### src/rtl/ks_pkg.sv
// Shared widths, flag positions, skid-buffer state encoding and result payload
// for the Kogge-Stone sum stage.
package ks_pkg;

    localparam int unsigned KS_W  = 16;
    localparam int unsigned FLG_W = 4;

    localparam int unsigned FLG_COUT = 0;
    localparam int unsigned FLG_ZERO = 1;
    localparam int unsigned FLG_NEG  = 2;
    localparam int unsigned FLG_OVF  = 3;

    // Encoded as {out_v, skd_v}; 2'b01 is unreachable
    typedef enum logic [1:0] {
        EMPTY = 2'b00,
        ONE   = 2'b10,
        FULL  = 2'b11
    } skid_state_e;

    typedef struct packed {
        logic [KS_W-1:0]  sum;
        logic             cout;
        logic [FLG_W-1:0] flags;
    } ks_arith_t;

endpackage

### src/rtl/ks_skid_buf.sv
// Generic 2-entry valid/ready skid buffer. The downstream side is driven only
// from the output register; the skid register absorbs the one transfer that
// arrives in the cycle a stall is first seen.
module ks_skid_buf
    import ks_pkg::*;
#(
    parameter int unsigned W = 8
) (
    input  logic         clk,
    input  logic         rst,
    input  logic         up_valid,
    output logic         up_ready,
    input  logic [W-1:0] up_data,
    output logic         dn_valid,
    input  logic         dn_ready,
    output logic [W-1:0] dn_data
);

    skid_state_e  state;
    logic [W-1:0] out_q;
    logic [W-1:0] skd_q;
    logic         acc;
    logic         drn;

    assign up_ready = !rst && !state[0];
    assign dn_valid = state[1];
    assign dn_data  = out_q;
    assign acc      = up_valid && up_ready;
    assign drn      = dn_valid && dn_ready;

    // Occupancy state and payload registers; data only loads on an accepted transfer
    always_ff @(posedge clk) begin
        if (rst) begin
            state <= EMPTY;
            out_q <= '0;
            skd_q <= '0;
        end else begin
            case (state)
                EMPTY: begin
                    if (acc) begin
                        out_q <= up_data;
                        state <= ONE;
                    end
                end
                ONE: begin
                    if (acc && drn) begin
                        out_q <= up_data;
                    end else if (acc) begin
                        skd_q <= up_data;
                        state <= FULL;
                    end else if (drn) begin
                        state <= EMPTY;
                    end
                end
                FULL: begin
                    if (drn) begin
                        out_q <= skd_q;
                        state <= ONE;
                    end
                end
                default: state <= EMPTY;
            endcase
        end
    end

endmodule

### src/rtl/ks_sum_stage.sv
// Final stage of the 16-bit Kogge-Stone adder: forms sum, carry-out and
// status flags from the prefix outputs and presents them through a skid
// buffer so the downstream writeback can stall.
module ks_sum_stage
    import ks_pkg::*;
#(
    parameter int unsigned TAG_W = 4
) (
    input  logic              i_clk,
    input  logic              i_rst,
    input  logic              i_valid,
    output logic              o_ready,
    input  logic              i_c0,
    input  logic [KS_W-1:0]   i_p_save,
    input  logic [KS_W-1:0]   i_gk,
    input  logic [TAG_W-1:0]  i_tag,
    output logic              o_valid,
    input  logic              i_ready,
    output logic [KS_W-1:0]   o_sum,
    output logic              o_cout,
    output logic [FLG_W-1:0]  o_flags,
    output logic [TAG_W-1:0]  o_tag
);

    typedef struct packed {
        ks_arith_t        arith;
        logic [TAG_W-1:0] tag;
    } ks_result_t;

    localparam int unsigned RES_W = $bits(ks_result_t);

    logic [KS_W-1:0] carry_in;
    ks_result_t      res_d;
    ks_result_t      res_q;

    assign carry_in = {i_gk[KS_W-2:0], i_c0};

    // Sum bits and flags from the resolved carries
    always_comb begin
        res_d                       = '0;
        res_d.arith.sum             = i_p_save ^ carry_in;
        res_d.arith.cout            = i_gk[KS_W-1];
        res_d.arith.flags[FLG_COUT] = i_gk[KS_W-1];
        res_d.arith.flags[FLG_ZERO] = (res_d.arith.sum == '0);
        res_d.arith.flags[FLG_NEG]  = res_d.arith.sum[KS_W-1];
        res_d.arith.flags[FLG_OVF]  = i_gk[KS_W-2] ^ i_gk[KS_W-1];
        res_d.tag                   = i_tag;
    end

    ks_skid_buf #(
        .W (RES_W)
    ) u_skid (
        .clk      (i_clk),
        .rst      (i_rst),
        .up_valid (i_valid),
        .up_ready (o_ready),
        .up_data  (res_d),
        .dn_valid (o_valid),
        .dn_ready (i_ready),
        .dn_data  (res_q)
    );

    assign o_sum   = res_q.arith.sum;
    assign o_cout  = res_q.arith.cout;
    assign o_flags = res_q.arith.flags;
    assign o_tag   = res_q.tag;

endmodule

### config.mk
export PLATFORM = sky130hd
export DESIGN_NAME = ks_sum_stage
export DESIGN_NICKNAME = d
export VERILOG_FILES = /design/src/rtl/ks_pkg.sv /design/src/rtl/ks_skid_buf.sv /design/src/rtl/ks_sum_stage.sv
export SDC_FILE = /design/constraint.sdc
export NUM_CORES = 1
export LEC_CHECK = 0
export ABC_AREA = 1
export CAP_MARGIN = 10
export CORE_MARGIN = 3
export CORE_UTILIZATION = 48
export CTS_CLUSTER_SIZE = 8
export DETAILED_ROUTE_END_ITERATION = 16
export PLACE_DENSITY_LB_ADDON = 0.12
export SYNTH_ARGS = -nofsm -noshare
export SYNTH_HDL_FRONTEND = slang
export SYNTH_SLANG_ARGS = --single-unit
### constraint.sdc
create_clock -name i_clk -period 2.35 [get_ports i_clk]
set_input_delay 0.47 -clock i_clk [delete_from_list [all_inputs] [get_ports i_clk]]
set_output_delay 0.47 -clock i_clk [all_outputs]
set_load 0.02 [all_outputs]
* Yosys cells after proc, flatten, opt, wreduce, memory -nomap -nowiden
Cells that the tools add are included.
Operators by class: muxes and demuxes 10, reductions and logical operators 12, equality and inequality tests 7, bitwise logic cells 3
Operators with widths (number):
- $mux 25 | 3
- $pmux 25 s3 | 1
- $logic_not 16->1 | 1
- $xor 16x16->16 | 1
- $mux 2 | 5
- $reduce_and 4->1 | 2
- $ne 2x1->1 const B | 3
- $pmux 2 s3 | 1
- $eq 2x2->1 const B | 2
- $logic_and 1x1->1 | 4
- $ne 3x1->1 const B | 1
- $reduce_and 3->1 | 1
- $reduce_bool 3->1 | 1
- $logic_not 1->1 | 2
- $logic_not 2->1 | 1
- $ne 2x2->1 const B | 1
- $not 1->1 | 1
- $xor 1x1->1 | 1
Storage, ports and cells: bits in registers 52, input port bits 41

* Depth between registers and ports, before layout
depth in word-level cells 6, gate-level depth with buffers 9, gate-level depth less buffers 8

* By module
Synthesis repeated with hierarchy kept, for this count alone.
Unflattened totals: cell total of the unflattened synthesis 456, area total of the unflattened synthesis 2989.1 sq um
By module, submodules not included:
- ks_skid_buf | sequential area each 1041.0 sq um, area an instance 2563.7 sq um, instances 1, cells an instance 348
- ks_sum_stage | sequential area each 0.0 sq um, area an instance 425.4 sq um, instances 1, cells an instance 108

* Worst setup path before layout
Ideal clock, no wire load.
path kind reg-to-reg, start point reg u_skid.state[1], end point reg u_skid.out_q[14], in the netlist u_skid.dn_data[14], period minus slack after synthesis 1721 ps, path buffers 2, stages on the path, launching flop included 9, data arrival time 1589 ps, path slack 629 ps, library setup time 132 ps, path through dfxtp_1 inv_1 ha_1 a21oi_4 nand3_2 buf_2 buf_6 nand2_1 a21oi_1
On the way: longest elaborated chain between the ends 4
RTL lines:
- start, declared | RTL line ks_skid_buf.sv:19 | skid_state_e state;
- start signal, assigned | RTL line ks_skid_buf.sv:34 | state <= EMPTY;
- start signal, assigned | RTL line ks_skid_buf.sv:42 | state <= ONE;
- start signal, assigned | RTL line ks_skid_buf.sv:50 | state <= FULL;
- $logic_and 1x1->1 | RTL line ks_skid_buf.sv:29 | assign drn = dn_valid && dn_ready;
- $logic_and 1x1->1 | RTL line ks_skid_buf.sv:46 | if (acc && drn) begin
- $ne 2x1->1 (no line)
- $reduce_and 4->1 (no line)
- end signal, assigned | RTL line ks_skid_buf.sv:41 | out_q <= up_data;
- end signal, assigned | RTL line ks_skid_buf.sv:47 | out_q <= up_data;
- end signal, assigned | RTL line ks_skid_buf.sv:57 | out_q <= skd_q;
- end, declared | RTL line ks_skid_buf.sv:20 | logic [W-1:0] out_q;
Parallel ways exist; a longest one is shown, timed or not. A chain may end at the register's enable or synchronous reset.

* Worst setup path in the final report
start point in i_rst, end point out o_ready
On the way: longest elaborated chain between the ends 2
RTL lines:
- start, declared | RTL line ks_sum_stage.sv:10 | input logic i_rst,
- $logic_not 1->1 | RTL line ks_skid_buf.sv:25 | assign up_ready = !rst && !state[0];
- $logic_and 1x1->1 | RTL line ks_skid_buf.sv:25
- end, declared | RTL line ks_sum_stage.sv:12 | output logic o_ready,
No other way between the ends.

==> flow_summary.yaml <==
status:
  status: "completed"
finish:
  layout_commonest_cell: "nand2_1"
  fill_cells: 447
  fin_area_um2: 3317
  drive_gt1_frac: 0.05275
  nets: 481
  antenna_cells: 0
  syn_to_final_growth_pct: 34.16
  mostFrequentLayoutCells: "nand2_1, clkdlybuf4s50_1, nor2_1"
  utilization: 0.6841
timing:
  finClkSkew_ps: 5.334
  drv_slew: 0
  finalSetupTns_ps: 0
  relSlewSlack: 0.5785
  fmax_mhz: 448.7
  tightest_slew_ps: 631.6
  fin_crit_sh: 0.9483
  layout_min_cycle_time_ps: 2229
  whs_ps: 455.8
  rsz0062_at_grt: "no"
  setup_viol: 0
  hold_viol_final: 0
worst_setup_path:
  crit_type: "input pin to output pin"
  cp_max_fo: 4
  r2r_slack_ps: 370
  endpoint_kind: "output pin"
  required_ps: 1880
  r2r-start: "u_skid.state[0]"
  cp.arrival_ps: 1760
  r2r-end: "u_skid.skd_q[7]"
  r2r_cells: 7
  cp-start-kind: "input pin"
detailed_routing:
  drt-total-wl_mm: 5.823
  vias: 2487
  detail_route.wl_per_cell_um: 11.58
  via_per_inst: 4.944
  firstDrtPassIters: 4
  drc: 0
  drt_iter0_drc: 153
  drtAntennaViolNets: 0
die:
  dieArea_um2: 6048
  start_util: 0.5099
  core_area_um2: 4848
  io-pin-count: 68
  die_h_um: 77.77
  rows: 25
  chipWidth_um: 77.77
clock_network:
  cts_buffers: 5
  cts_resized: 0
  cts_root_buffer: "clkbuf_8"
  clock_latency_ps: 300
  h-tree-depth: 2
  cts-hold-fix-buffers: 0
  cts_tree: "yes"
  clock_sinks: 48
  ctsLongestPathBuffers: 2
  clkTransAtPathRegs_ps: 80
  cts_setup_buffers: 0
placed_design:
  io_buffers: 67
  place_congestion: 0.8492
  dpl.hpwl_mm: 4.200
  dpl_cell_area_um2: 3191
pwr:
  power_density_nw_per_um2: 1080
  leakage_nw: 1.501
  ir_worst_vdd_mv: 0.6047
logic_synthesis:
  synth_edf_count: 0
  syn_area_um2: 2472
  syn_nets: 419
  synth_cell_types: 24
  ys_seq_area_frac: 0.3887
  ys_ff_latch: 48
  ys.flop_type: "dfxtp_1"
  yosysWarnings: 0
  synth-async-reset-ratio: 0
  syn_avg_cell_area_um2: 6.628
  synthCells: 373
global_routing:
  grt_pass1_wl_mm: 9.639
  grt-ovfl-total: 0
  first_global_vias: 2201
  grtUsageTotal: 0.1955
  grt_start_max_net_pins: 30
  antenna_found_initial: 0
worst_hold_path:
  hold_end: "u_skid.skd_q[21]"
  hold_class: "flop to flop"
  hold_start: "u_skid.skd_q[21]"
  worstHoldPathCells: 2
run:
  drv_cap: 0
==> stage by stage <==
| stage | power [mW] | cells | worst slack, ps |
|---|---|---|---|
| after floorplan | 2.291 | 373 | 628.9 |
| after global placement | 2.917 | 495 | 155.8 |
| after detailed placement | 2.954 | 495 | 124.3 |
| after CTS | 3.591 | 503 | 118.5 |
| after global routing | 3.821 | 503 | 83.13 |
| final | 3.583 | 503 | 121.5 |
==> where the power goes <==
group	total, mW	internal [mW]	leakage (nW)	switching, mW
clock network	0.647	0.376	0.0645	0.272
registers	1.18	1.04	0.392	0.141
logic	1.76	0.771	1.04	0.985
==> layout make-up <==
cell class / instances / area, µm² / area share
multi-input combinational: 273 / 1282 / 0.3866
inverter: 32 / 120.1 / 0.03621
clock buffer: 7 / 96.34 / 0.02905
tap: 67 / 83.83 / 0.02527
clock inverter: 1 / 30.03 / 0.009053
sequential: 48 / 960.9 / 0.2897
timing repair buffer: 75 / 743.2 / 0.2241
==> cells in the mapped netlist (3+ instances only) <==
library cell	count	area, µm²
a21oi_1	25	125.1
a31oi_1	5	31.28
and2_1	5	31.28
buf_2	6	30.03
buf_4	3	22.52
clkbuf_1	8	30.03
dfxtp_1	48	960.9
ha_1	5	62.56
inv_1	32	120.1
mux2i_1	5	50.05
nand2_1	104	390.4
nand3_1	17	85.08
nor2_1	63	236.5
o21ai_0	30	150.1
o21ai_1	5	25.02
==> sequential cells by signal (all words and copies together), names as in the netlist <==
signal and count:
u_skid.state 2, u_skid.skd_q 23, u_skid.dn_data 23
==> worst max path at each step <==
stage,startpoint,to,slack [ps]
after CTS,i_rst,o_ready,120
after global routing,i_rst,o_ready,80
after global placement,i_rst,o_ready,160
after floorplan,u_skid.state[1],u_skid.dn_data[14],630
after detailed placement,i_rst,o_ready,120
final,i_rst,o_ready,120
==> layer usage <==
| metal | global-route usage | vias to the layer above | part of all wire |
|---|---|---|---|
| li1 | - | 1306 | - |
| met1 | 0.2518 | 1088 | 0.45 |
| met2 | 0.3236 | 87 | 0.47 |
| met3 | 0.04176 | 6 | 0.066 |
| met4 | 0.06406 | 0 | 0.011 |
| met5 | 0 | - | 0 |
==> worst max-delay path, stage by stage <==
cell and delay (ps):
clkdlybuf4s50_1 520, nor2_8 150, clkdlybuf4s50_1 620
==> cell families after synthesis <==
kind of cell | share of synthesized area
flops | 0.3887
simple gates | 0.3219
buf+inv | 0.09261
xor+xnor | 0.007086
compound gates | 0.1442
mux | 0.02024
fa+ha+maj | 0.02530
Note: power is estimated with default switching activity, not from simulation.
